--- config.mk ---
export PLATFORM = sky130hd
export DESIGN_NAME = beat_scorer_flat
export DESIGN_NICKNAME = d
export VERILOG_FILES = /design/src/rtl/beat_scorer_if.sv /design/src/rtl/beat_scorer.sv /design/src/flat_wrapper.sv
export SDC_FILE = /design/constraint.sdc
export NUM_CORES = 1
export LEC_CHECK = 0
export ABC_AREA = 1
export CORE_MARGIN = 10
export CORE_UTILIZATION = 50
export DETAILED_ROUTE_END_ITERATION = 8
export GPL_TIMING_DRIVEN = 1
export MAX_ROUTING_LAYER = met4
export PLACE_DENSITY = 0.79
export SLEW_MARGIN = 20
export SYNTH_ARGS = -nofsm -noshare
export SYNTH_HDL_FRONTEND = slang
export SYNTH_SLANG_ARGS = --single-unit
--- constraint.sdc ---
create_clock -name clk -period 2.1 [get_ports clk]
set_input_delay 0.42 -clock clk [delete_from_list [all_inputs] [get_ports clk]]
set_output_delay 0.42 -clock clk [all_outputs]
set_load 0.01 [all_outputs]
--- src/rtl/beat_scorer_if.sv ---
// Signal bundle between the beat stage / song ROM / key inputs and the beat scorer.
// The scorer uses the slave view; whatever drives the beats and keys uses master.
interface beat_scorer_if #(
  parameter int BEAT_BITS   = 8,
  parameter int NOTE_BITS   = 4,
  parameter int SCORE_BITS  = 16,
  parameter int STREAK_BITS = 8
);
  logic                   playing;
  logic [BEAT_BITS-1:0]   cur_beat;
  logic                   new_beat;
  logic [BEAT_BITS-1:0]   song_addr;
  logic [NOTE_BITS-1:0]   song_data;
  logic [NOTE_BITS-1:0]   keys;
  logic                   hit;
  logic                   miss;
  logic [SCORE_BITS-1:0]  score;
  logic [STREAK_BITS-1:0] streak;
  logic                   done;

  modport master (
    output playing, cur_beat, new_beat, song_data, keys,
    input  song_addr, hit, miss, score, streak, done
  );

  modport slave (
    input  playing, cur_beat, new_beat, song_data, keys,
    output song_addr, hit, miss, score, streak, done
  );
endinterface

--- src/rtl/beat_scorer.sv ---
// Judges key-press edges against the charted note of each beat and keeps a saturating
// score and hit streak; each beat is judged at most once.
module beat_scorer #(
  parameter int BEAT_BITS   = 8,
  parameter int NOTE_BITS   = 4,
  parameter int SCORE_BITS  = 16,
  parameter int STREAK_BITS = 8,
  parameter int POINTS      = 10,
  parameter int SONG_BEATS  = 64
) (
  input logic           clk,
  input logic           rst,
  beat_scorer_if.slave  bus
);

  typedef enum logic [2:0] {
    IDLE,
    FETCH,
    ACTIVE,
    JUDGED,
    DONE
  } state_t;

  localparam logic [BEAT_BITS-1:0] END_BEAT = BEAT_BITS'(SONG_BEATS);

  state_t                 state_q, state_d;
  logic [NOTE_BITS-1:0]   prev_keys_q;
  logic [NOTE_BITS-1:0]   press_mask_q, press_mask_d;
  logic [NOTE_BITS-1:0]   expected_q, expected_d;
  logic                   hit_q, hit_d;
  logic                   miss_q, miss_d;
  logic                   done_q, done_d;
  logic [SCORE_BITS-1:0]  score_q, score_d;
  logic [STREAK_BITS-1:0] streak_q, streak_d;

  logic [NOTE_BITS-1:0]   edges;
  logic [SCORE_BITS:0]    score_sum;
  logic [SCORE_BITS-1:0]  score_sat;
  logic [STREAK_BITS-1:0] streak_sat;
  logic                   is_note, bad_press, full_press, song_over, at_end;

  assign bus.song_addr = bus.cur_beat;

  assign edges      = bus.keys & ~prev_keys_q;
  assign is_note    = |expected_q;
  assign bad_press  = |(press_mask_q & ~expected_q);
  assign full_press = (press_mask_q == expected_q);
  assign song_over  = (bus.cur_beat >= END_BEAT);
  assign at_end     = (bus.cur_beat == END_BEAT);

  assign score_sum  = {1'b0, score_q} + (SCORE_BITS+1)'(POINTS);
  assign score_sat  = score_sum[SCORE_BITS] ? {SCORE_BITS{1'b1}} : score_sum[SCORE_BITS-1:0];
  assign streak_sat = (&streak_q) ? streak_q : streak_q + STREAK_BITS'(1);

  always_comb begin
    state_d      = state_q;
    press_mask_d = press_mask_q | edges;
    expected_d   = expected_q;
    hit_d        = 1'b0;
    miss_d       = 1'b0;

    unique case (state_q)
      IDLE: begin
        if (bus.playing) state_d = song_over ? DONE : FETCH;
      end
      FETCH: begin
        expected_d = bus.song_data;
        state_d    = ACTIVE;
      end
      ACTIVE: begin
        // A new beat overrides any press completing in the same cycle.
        if (bus.new_beat) begin
          miss_d  = is_note;
          state_d = at_end ? DONE : FETCH;
        end else if (is_note && bad_press) begin
          miss_d  = 1'b1;
          state_d = JUDGED;
        end else if (is_note && full_press) begin
          hit_d   = 1'b1;
          state_d = JUDGED;
        end
      end
      JUDGED: begin
        if (bus.new_beat) state_d = at_end ? DONE : FETCH;
      end
      DONE: begin
        state_d = DONE;
      end
      default: begin
        state_d = IDLE;
      end
    endcase

    if (state_q != DONE && !bus.playing) begin
      state_d = IDLE;
      hit_d   = 1'b0;
      miss_d  = 1'b0;
    end

    // Edges arriving in the same cycle as the new beat belong to that beat.
    if (state_d == FETCH) press_mask_d = edges;
  end

  always_comb begin
    score_d  = score_q;
    streak_d = streak_q;
    if (hit_d) begin
      score_d  = score_sat;
      streak_d = streak_sat;
    end else if (miss_d) begin
      streak_d = '0;
    end
  end

  assign done_d = (state_d == DONE);

  always_ff @(posedge clk) begin
    if (rst) begin
      state_q      <= IDLE;
      prev_keys_q  <= '0;
      press_mask_q <= '0;
      expected_q   <= '0;
      hit_q        <= 1'b0;
      miss_q       <= 1'b0;
      done_q       <= 1'b0;
      score_q      <= '0;
      streak_q     <= '0;
    end else begin
      state_q      <= state_d;
      prev_keys_q  <= bus.keys;
      press_mask_q <= press_mask_d;
      expected_q   <= expected_d;
      hit_q        <= hit_d;
      miss_q       <= miss_d;
      done_q       <= done_d;
      score_q      <= score_d;
      streak_q     <= streak_d;
    end
  end

  assign bus.hit    = hit_q;
  assign bus.miss   = miss_q;
  assign bus.done   = done_q;
  assign bus.score  = score_q;
  assign bus.streak = streak_q;

endmodule

--- src/flat_wrapper.sv ---
// flat-port wrapper written by rule: the top's interface ports become plain ports
module beat_scorer_flat 
#(
  parameter int BEAT_BITS   = 8,
  parameter int NOTE_BITS   = 4,
  parameter int SCORE_BITS  = 16,
  parameter int STREAK_BITS = 8,
  parameter int POINTS      = 10,
  parameter int SONG_BEATS  = 64
)
  (clk, rst, bus_playing, bus_cur_beat, bus_new_beat, bus_song_data, bus_keys, bus_song_addr, bus_hit, bus_miss, bus_score, bus_streak, bus_done);
  beat_scorer_if #(.BEAT_BITS(BEAT_BITS), .NOTE_BITS(NOTE_BITS), .SCORE_BITS(SCORE_BITS), .STREAK_BITS(STREAK_BITS)) bus_i ();
  input logic clk;
  input logic rst;
  input wire logic [$bits(bus_i.playing)-1:0] bus_playing;
  input wire logic [$bits(bus_i.cur_beat)-1:0] bus_cur_beat;
  input wire logic [$bits(bus_i.new_beat)-1:0] bus_new_beat;
  input wire logic [$bits(bus_i.song_data)-1:0] bus_song_data;
  input wire logic [$bits(bus_i.keys)-1:0] bus_keys;
  output wire logic [$bits(bus_i.song_addr)-1:0] bus_song_addr;
  output wire logic [$bits(bus_i.hit)-1:0] bus_hit;
  output wire logic [$bits(bus_i.miss)-1:0] bus_miss;
  output wire logic [$bits(bus_i.score)-1:0] bus_score;
  output wire logic [$bits(bus_i.streak)-1:0] bus_streak;
  output wire logic [$bits(bus_i.done)-1:0] bus_done;
  assign bus_i.playing = bus_playing;
  assign bus_i.cur_beat = bus_cur_beat;
  assign bus_i.new_beat = bus_new_beat;
  assign bus_i.song_data = bus_song_data;
  assign bus_i.keys = bus_keys;
  assign bus_song_addr = bus_i.song_addr;
  assign bus_hit = bus_i.hit;
  assign bus_miss = bus_i.miss;
  assign bus_score = bus_i.score;
  assign bus_streak = bus_i.streak;
  assign bus_done = bus_i.done;
  beat_scorer #(.BEAT_BITS(BEAT_BITS), .NOTE_BITS(NOTE_BITS), .SCORE_BITS(SCORE_BITS), .STREAK_BITS(STREAK_BITS), .POINTS(POINTS), .SONG_BEATS(SONG_BEATS)) u_core (.clk(clk), .rst(rst), .bus(bus_i));
endmodule
; ---- Yosys cells after proc, flatten, opt, wreduce, memory -nomap -nowiden
; Index checks and enable logic that the tools add are counted.
[classes]
n_bitwise = 5
n_eq_ne = 10
reduce_logical = 10
addsub = 2
n_lt_le_gt_ge = 1
n_mux = 23
[ops]
columns = cell, count
row1 = 2-to-1 mux 3 bit, 8
row2 = 2-to-1 mux 8 bit, 3
row3 = "adder 16 x 4 -> 17 bit, second input constant", 1
row4 = 2-to-1 mux 16 bit, 1
row5 = case mux 3 bit (5 select lines), 1
row6 = 2-to-1 mux 1 bit, 9
row7 = "adder 8 x 1 -> 8 bit, second input constant", 1
row8 = AND 4 bit, 2
row9 = "== test 8 x 7 -> 1 bit, second input constant", 1
row10 = ">= comparator 8 x 7 -> 1 bit, second input constant", 1
row11 = inverter 4 bit, 2
row12 = AND reduction 8 bit, 1
row13 = OR reduction 4 bit, 2
row14 = "== test 3 x 1 -> 1 bit, second input constant", 2
row15 = "== test 3 x 2 -> 1 bit, second input constant", 2
row16 = "== test 3 bit, second input constant", 2
row17 = == test 4 bit, 1
row18 = 2-to-1 mux 4 bit, 1
row19 = bitwise OR 4 bit, 1
row20 = logical AND 1 bit, 3
row21 = logical NOT 3 bit, 1
row22 = "inequality test 3 bit, second input constant", 1
row23 = "inequality test 2 bit, second input constant", 1
row24 = AND reduction 2 bit, 1
row25 = 2 further kinds, 2
[word_totals]
output_inout_bits = 35
ff_bits = 42

; ---- Depth between registers and ports, before layout
[depth]
ltp_word = 10
mapped_depth = 12
mapped_depth_nobuf = 11

; ---- Worst setup path after synthesis
; Ideal clock, no wire load.
[synth_timing]
path_type = register to register
startpoint = register u_core.expected_q[3]
endpoint = register u_core.score_q[11] (netlist: u_core.bus.score[11])
setup_ns = 0.122
t_arrival_ns = 1.469
setup_slack_ns = 0.509
n_path_buf = 1
stages_incl_launch_ff = 13
required_ns = 1.978
period_less_slack_ns = 1.591
cell_sequence = dfxtp_1 > inv_1 > ha_1 > nand2_1 > nor2_1 > nand2_2 > inv_1 > nand3_4 > nor2_8 > inv_2 > buf_6 > nand2_1 > a21oi_2
[synth_between]
elab_chain_cells = 8
elab_cells_between_ends = 12
[synth_rtl]
columns = element, line
row1 = start: declaration, beat_scorer.sv:29  ; logic [NOTE_BITS-1:0] expected_q, expected_d;
row2 = start signal: assignment, beat_scorer.sv:132  ; expected_q <= expected_d;
row3 = inverter 4 bit, beat_scorer.sv:46  ; assign bad_press = |(press_mask_q & ~expected_q);
row4 = AND 4 bit, beat_scorer.sv:46
row5 = OR reduction 4 bit, beat_scorer.sv:46
row6 = logical AND 1 bit, beat_scorer.sv:75  ; end else if (is_note && bad_press) begin
row7 = 2-to-1 mux 1 bit *, beat_scorer.sv:75
row8 = 2-to-1 mux 1 bit *, beat_scorer.sv:72  ; if (bus.new_beat) begin
row9 = 2-to-1 mux 1 bit *, beat_scorer.sv:62  ; unique case (state_q)
row10 = 2-to-1 mux 1 bit *, beat_scorer.sv:94  ; if (state_q != DONE && !bus.playing) begin
row11 = end signal: assignment, beat_scorer.sv:136  ; score_q <= score_d;
row12 = end: declaration, beat_scorer.sv:33  ; logic [SCORE_BITS-1:0] score_q, score_d;
; Every way passes the cells marked *; elsewhere a longest branch is shown, timed or not.
; A chain may end at the register's enable or synchronous reset.

; ---- Worst setup path after layout
[layout_timing]
startpoint = input port bus_cur_beat[7]
endpoint = output port bus_song_addr[7]
[layout_lines]
columns = element, line
row1 = start: declaration, flat_wrapper.sv:16  ; input wire logic [$bits(bus_i.cur_beat)-1:0] bus_cur_beat;
row2 = end: declaration, flat_wrapper.sv:20  ; output wire logic [$bits(bus_i.song_addr)-1:0] bus_song_addr;
; No word-level cell between the ends.

==> impl_metrics.csv <==
group,metric,value,unit
timing,setup_tns,0,ns
synthesis,synth_top_area_frac,0.344,
place,count_of_buffers_inserted_at_the_top_level_ports,54,
detailed_routing,route.detailed.drc,0,
synthesis,yosys.cell_count.top_type,"sky130_fd_sc_hd__nand2_1",
floorplan,die_area,8080,um2
critical_path,crit_chain,"clkdlybuf4s50_1, clkdlybuf4s50_1",
clock_network,cts_root_cell,"sky130_fd_sc_hd__clkbuf_8",
synthesis,synth.top_cells.by_count,"75 x sky130_fd_sc_hd__nand2_1, 46 x sky130_fd_sc_hd__nor2_1, 42 x sky130_fd_sc_hd__dfxtp_1",
global_routing,pin_count_of_the_biggest_net_entering_global_routing,14,
clock_network,sink_count,42,
place,hpwl,4.65,mm
detailed_routing,antenna_left,0,
critical_path,r2r_cells,10,
critical_path,rr_endpoint,"u_core.bus.streak[3]$_SDFFE_PP0P_",
floorplan,die-width,89.9,um
detailed_routing,routedWlPerCell,12.3,um
critical_path,startpoint_type,"input port",
global_routing,grt_antenna_before_repair,0,
worst_hold_path,min_path_type,"register to register",
synthesis,ys.warnings.count,0,
final_layout,register_area,841,um2
clock_network,insertion_delay,0.29,ns
synthesis,syn-num-nets,372,
power,pwr_density_cell,492,nW/um2
critical_path,cp_slowest_stage_delay,0.58,ns
detailed_routing,route.detailed.vias_per_inst,4.95,
clock_network,cts_repair_resizes,0,
critical_path,rr_startpoint,"u_core.expected_q[3]$_SDFFE_PP0P_",
timing,setup_viol,0,
final_layout,multiInputGateArea,1330,um2
synthesis,syn-mean-instance-area,7.06,um2
final_layout,drive_above_1_share,0.125,
critical_path,worst_setup_end_kind,"primary output",
critical_path,crit_path_frequent_cell,"sky130_fd_sc_hd__clkdlybuf4s50_1",
synthesis,netlist-cell-type-count,35,
synthesis,mappedNetlistArea,2440,um2
synthesis,synth_simple_gate_area_share,0.353,
clock_network,cts_tree,"done",
critical_path,critPathArrivalTime,1.53,ns
detailed_routing,drt_iter0_markers,124,
synthesis,post_synth_mux_area_share,0,
global_routing,grt-ovfl-total,0,
critical_path,timing_worst_setup_path_type,"input port to primary output",
timing,period_minus_slack,1.95,ns
critical_path,r2r_slack,0.30,ns
run,max-cap-violations,0,
timing,clock_skew,0.00638,ns
synthesis,synthesis.instances,346,
clock_network,max-clock-path-buffers,2,
final_layout,number_of_nets_in_the_layout,426,
detailed_routing,drtPass1Iterations,4,
floorplan,die_height,89.9,um
clock_network,post_cts_buffers,0,
clock_network,clk_transition_reported_paths,0.08,ns
global_routing,grt_pass1_vias,2262,
clock_network,cts_max_level,2,
critical_path,cpLargestDelayFamily,"buffers and inverters",
clock_network,cts_hold_buffers,0,
synthesis,seq_area_frac_synth,0.344,
floorplan,rows,25,
synthesis,ys.flop_type,"sky130_fd_sc_hd__dfxtp_1",
critical_path,timing.critical_path.required,1.68,ns
timing,timing_worst_slew_pin_value,0.500,ns
detailed_routing,route.final.wire_length,5.77,mm
timing,slew_headroom,0.665,
global_routing,global_route.usage.total,0.143,
global_routing,grt_first_pass_wirelength,9.95,mm
critical_path,worst_setup_path_startpoint,"bus_cur_beat[7]",
final_layout,area_growth_from_synthesis_to_final_layout,26.9,%
synthesis,yosys.area_share.xor_xnor,0.0323,
timing,layout_worst_path_cycle_share,0.929,
critical_path,worstSetupPathDepth,2,
timing,maxSlewViolCount,0,
critical_path,critical_path_sink,"bus_song_addr[7]",
floorplan,io-pin-count,55,
critical_path,worstPathBufferInverterCount,2,
timing,rsz0062_at_grt,"no",
place,gp_routability_congestion,0.852,
timing,finalHoldViolCount,0,
timing,final_hold_slack,0.464,ns
synthesis,synth_enable_flop_cells,0,
detailed_routing,detailroute.via_count,2316,
run_status,result_of_the_run,"completed",
power,peakVddDrop,410,uV
synthesis,post_synthesis_compound_gate_area_fraction,0.127,
final_layout,antenna_cells,0,
timing,fmax,513,MHz
final_layout,fillers,423,
critical_path,timing.critical_path.slowest_stage_cell,"sky130_fd_sc_hd__clkdlybuf4s50_1",
clock_network,cts_buffers,5,
synthesis,yosysTopAreaCell,"sky130_fd_sc_hd__dfxtp_1",
critical_path,critical_path_peak_fanout,4,
floorplan,floorplan.core_area,4720,um2
floorplan,floorplan.initialDensity,0.517,
power,static-leakage-power,1.22,nW
synthesis,synth_top_family_by_area,"simple AND/OR/NAND/NOR gates",
synthesis,synth_area_leaders,"sky130_fd_sc_hd__dfxtp_1 34%, sky130_fd_sc_hd__nand2_1 12%, sky130_fd_sc_hd__nor2_1 7.1%, sky130_fd_sc_hd__nand3_1 6.4%, sky130_fd_sc_hd__inv_1 6.3%",
synthesis,synth.ff_latch_count,42,
synthesis,synthArstFlopShare,0,
synthesis,synth-adder-area-share,0.0307,
-- report_power, final --
part           internal (mW)  total [mW]  switching [mW]
clock                  0.264       0.537           0.272
combinational         0.0818       0.165          0.0835
sequential             0.813       0.823          0.0104
-- flip-flops by register name, indices dropped and copies added, names as in the netlist --
name / flops
u_core.bus.miss: 1
u_core.bus.done: 1
u_core.bus.score: 16
u_core.state_q: 3
u_core.bus.hit: 1
u_core.press_mask_q: 4
u_core.expected_q: 4
u_core.prev_keys_q: 4
u_core.bus.streak: 8
-- metal layers --
layer | up-vias | track usage | wire length, um
met5 | - | - | 0
met4 | 0 | 0.0345 | 31
met3 | 5 | 0.0366 | 280
met2 | 55 | 0.248 | 2810
met1 | 1043 | 0.162 | 2640
li1 | 1213 | - | -
-- metrics by stage --
step / total power, mW / worst slack [ns] / util / std cells / area (um2)
after floorplan: 0.937 / 0.509 / - / 346 / 2440
after global placement: 1.00 / 0.179 / 0.636 / 460 / 3000
after detailed placement: 1.01 / 0.0820 / 0.636 / 460 / 3000
after CTS: 1.54 / 0.147 / 0.656 / 468 / 3100
after global routing: 1.60 / 0.0923 / 0.656 / 468 / 3100
final: 1.52 / 0.150 / 0.656 / 468 / 3100
-- cell families (layout without fill, tap and decap cells) --
logic type | Yosys count | in the layout
XOR/XNOR | 9 | 9
AND/OR/NAND/NOR | 184 | 184
AO/OA/AOI/OAI | 48 | 48
adder cells (fa/ha/maj) | 6 | 6
flip-flops | 42 | 42
buffers and inverters | 57 | 112
-- worst min-delay path by stage --
| stage | depth (start not counted) | slack, ns | start | to |
|---|---|---|---|---|
| 6_report | 3 | 0.46 | u_core.prev_keys_q[2]$_SDFF_PP0_ | u_core.press_mask_q[2]$_SDFF_PP0_ |
| 4_1_cts | 3 | 0.47 | u_core.prev_keys_q[2]$_SDFF_PP0_ | u_core.press_mask_q[2]$_SDFF_PP0_ |
| 3_3_place_gp | 3 | 0.44 | u_core.prev_keys_q[3]$_SDFF_PP0_ | u_core.press_mask_q[3]$_SDFF_PP0_ |
| 5_1_grt | 3 | 0.50 | u_core.prev_keys_q[2]$_SDFF_PP0_ | u_core.press_mask_q[2]$_SDFF_PP0_ |
| 3_5_place_dp | 3 | 0.45 | u_core.prev_keys_q[2]$_SDFF_PP0_ | u_core.press_mask_q[2]$_SDFF_PP0_ |
| 2_1_floorplan | 3 | 0.43 | u_core.prev_keys_q[0]$_SDFF_PP0_ | u_core.press_mask_q[0]$_SDFF_PP0_ |
-- worst register-to-register path, delay by kind of cell, from the launching register on --
| family | cells | cell delay, ns |
|---|---|---|
| AO/OA/AOI/OAI | 1 | 0.14 |
| adder cells (fa/ha/maj) | 1 | 0.19 |
| AND/OR/NAND/NOR | 6 | 0.83 |
| buffers and inverters | 2 | 0.24 |
| flip-flops | 1 | 0.34 |
-- layout by cell type (no fill, tap or decap), types with 2 or more instances in the layout --
master,Yosys,layout
sky130_fd_sc_hd__nor2_1,46,46
sky130_fd_sc_hd__nand4_1,7,7
sky130_fd_sc_hd__xnor2_1,4,4
sky130_fd_sc_hd__xor2_1,5,5
sky130_fd_sc_hd__nand2_1,75,75
sky130_fd_sc_hd__nor2_4,3,3
sky130_fd_sc_hd__nor3_1,3,3
sky130_fd_sc_hd__ha_1,6,6
sky130_fd_sc_hd__inv_2,2,2
sky130_fd_sc_hd__a211oi_1,2,2
sky130_fd_sc_hd__dfxtp_1,42,42
sky130_fd_sc_hd__a21oi_2,9,9
sky130_fd_sc_hd__nand2_2,11,11
sky130_fd_sc_hd__buf_4,8,7
sky130_fd_sc_hd__clkdlybuf4s50_1,0,54
sky130_fd_sc_hd__nand3_2,3,3
sky130_fd_sc_hd__a21oi_1,15,15
sky130_fd_sc_hd__inv_1,41,41
sky130_fd_sc_hd__nand3_1,31,31
sky130_fd_sc_hd__clkbuf_8,0,6
sky130_fd_sc_hd__o21ai_0,15,15
-- cell type report --
cell class,instances,area share
clock buffers,6,0.0266
repair buffers,61,0.191
inverters,43,0.0521
clock inverters,2,0.00404
well taps,67,0.0270
flip-flops and latches,42,0.271
multi-input cells,247,0.428
Power figures use the tool's default switching activity.
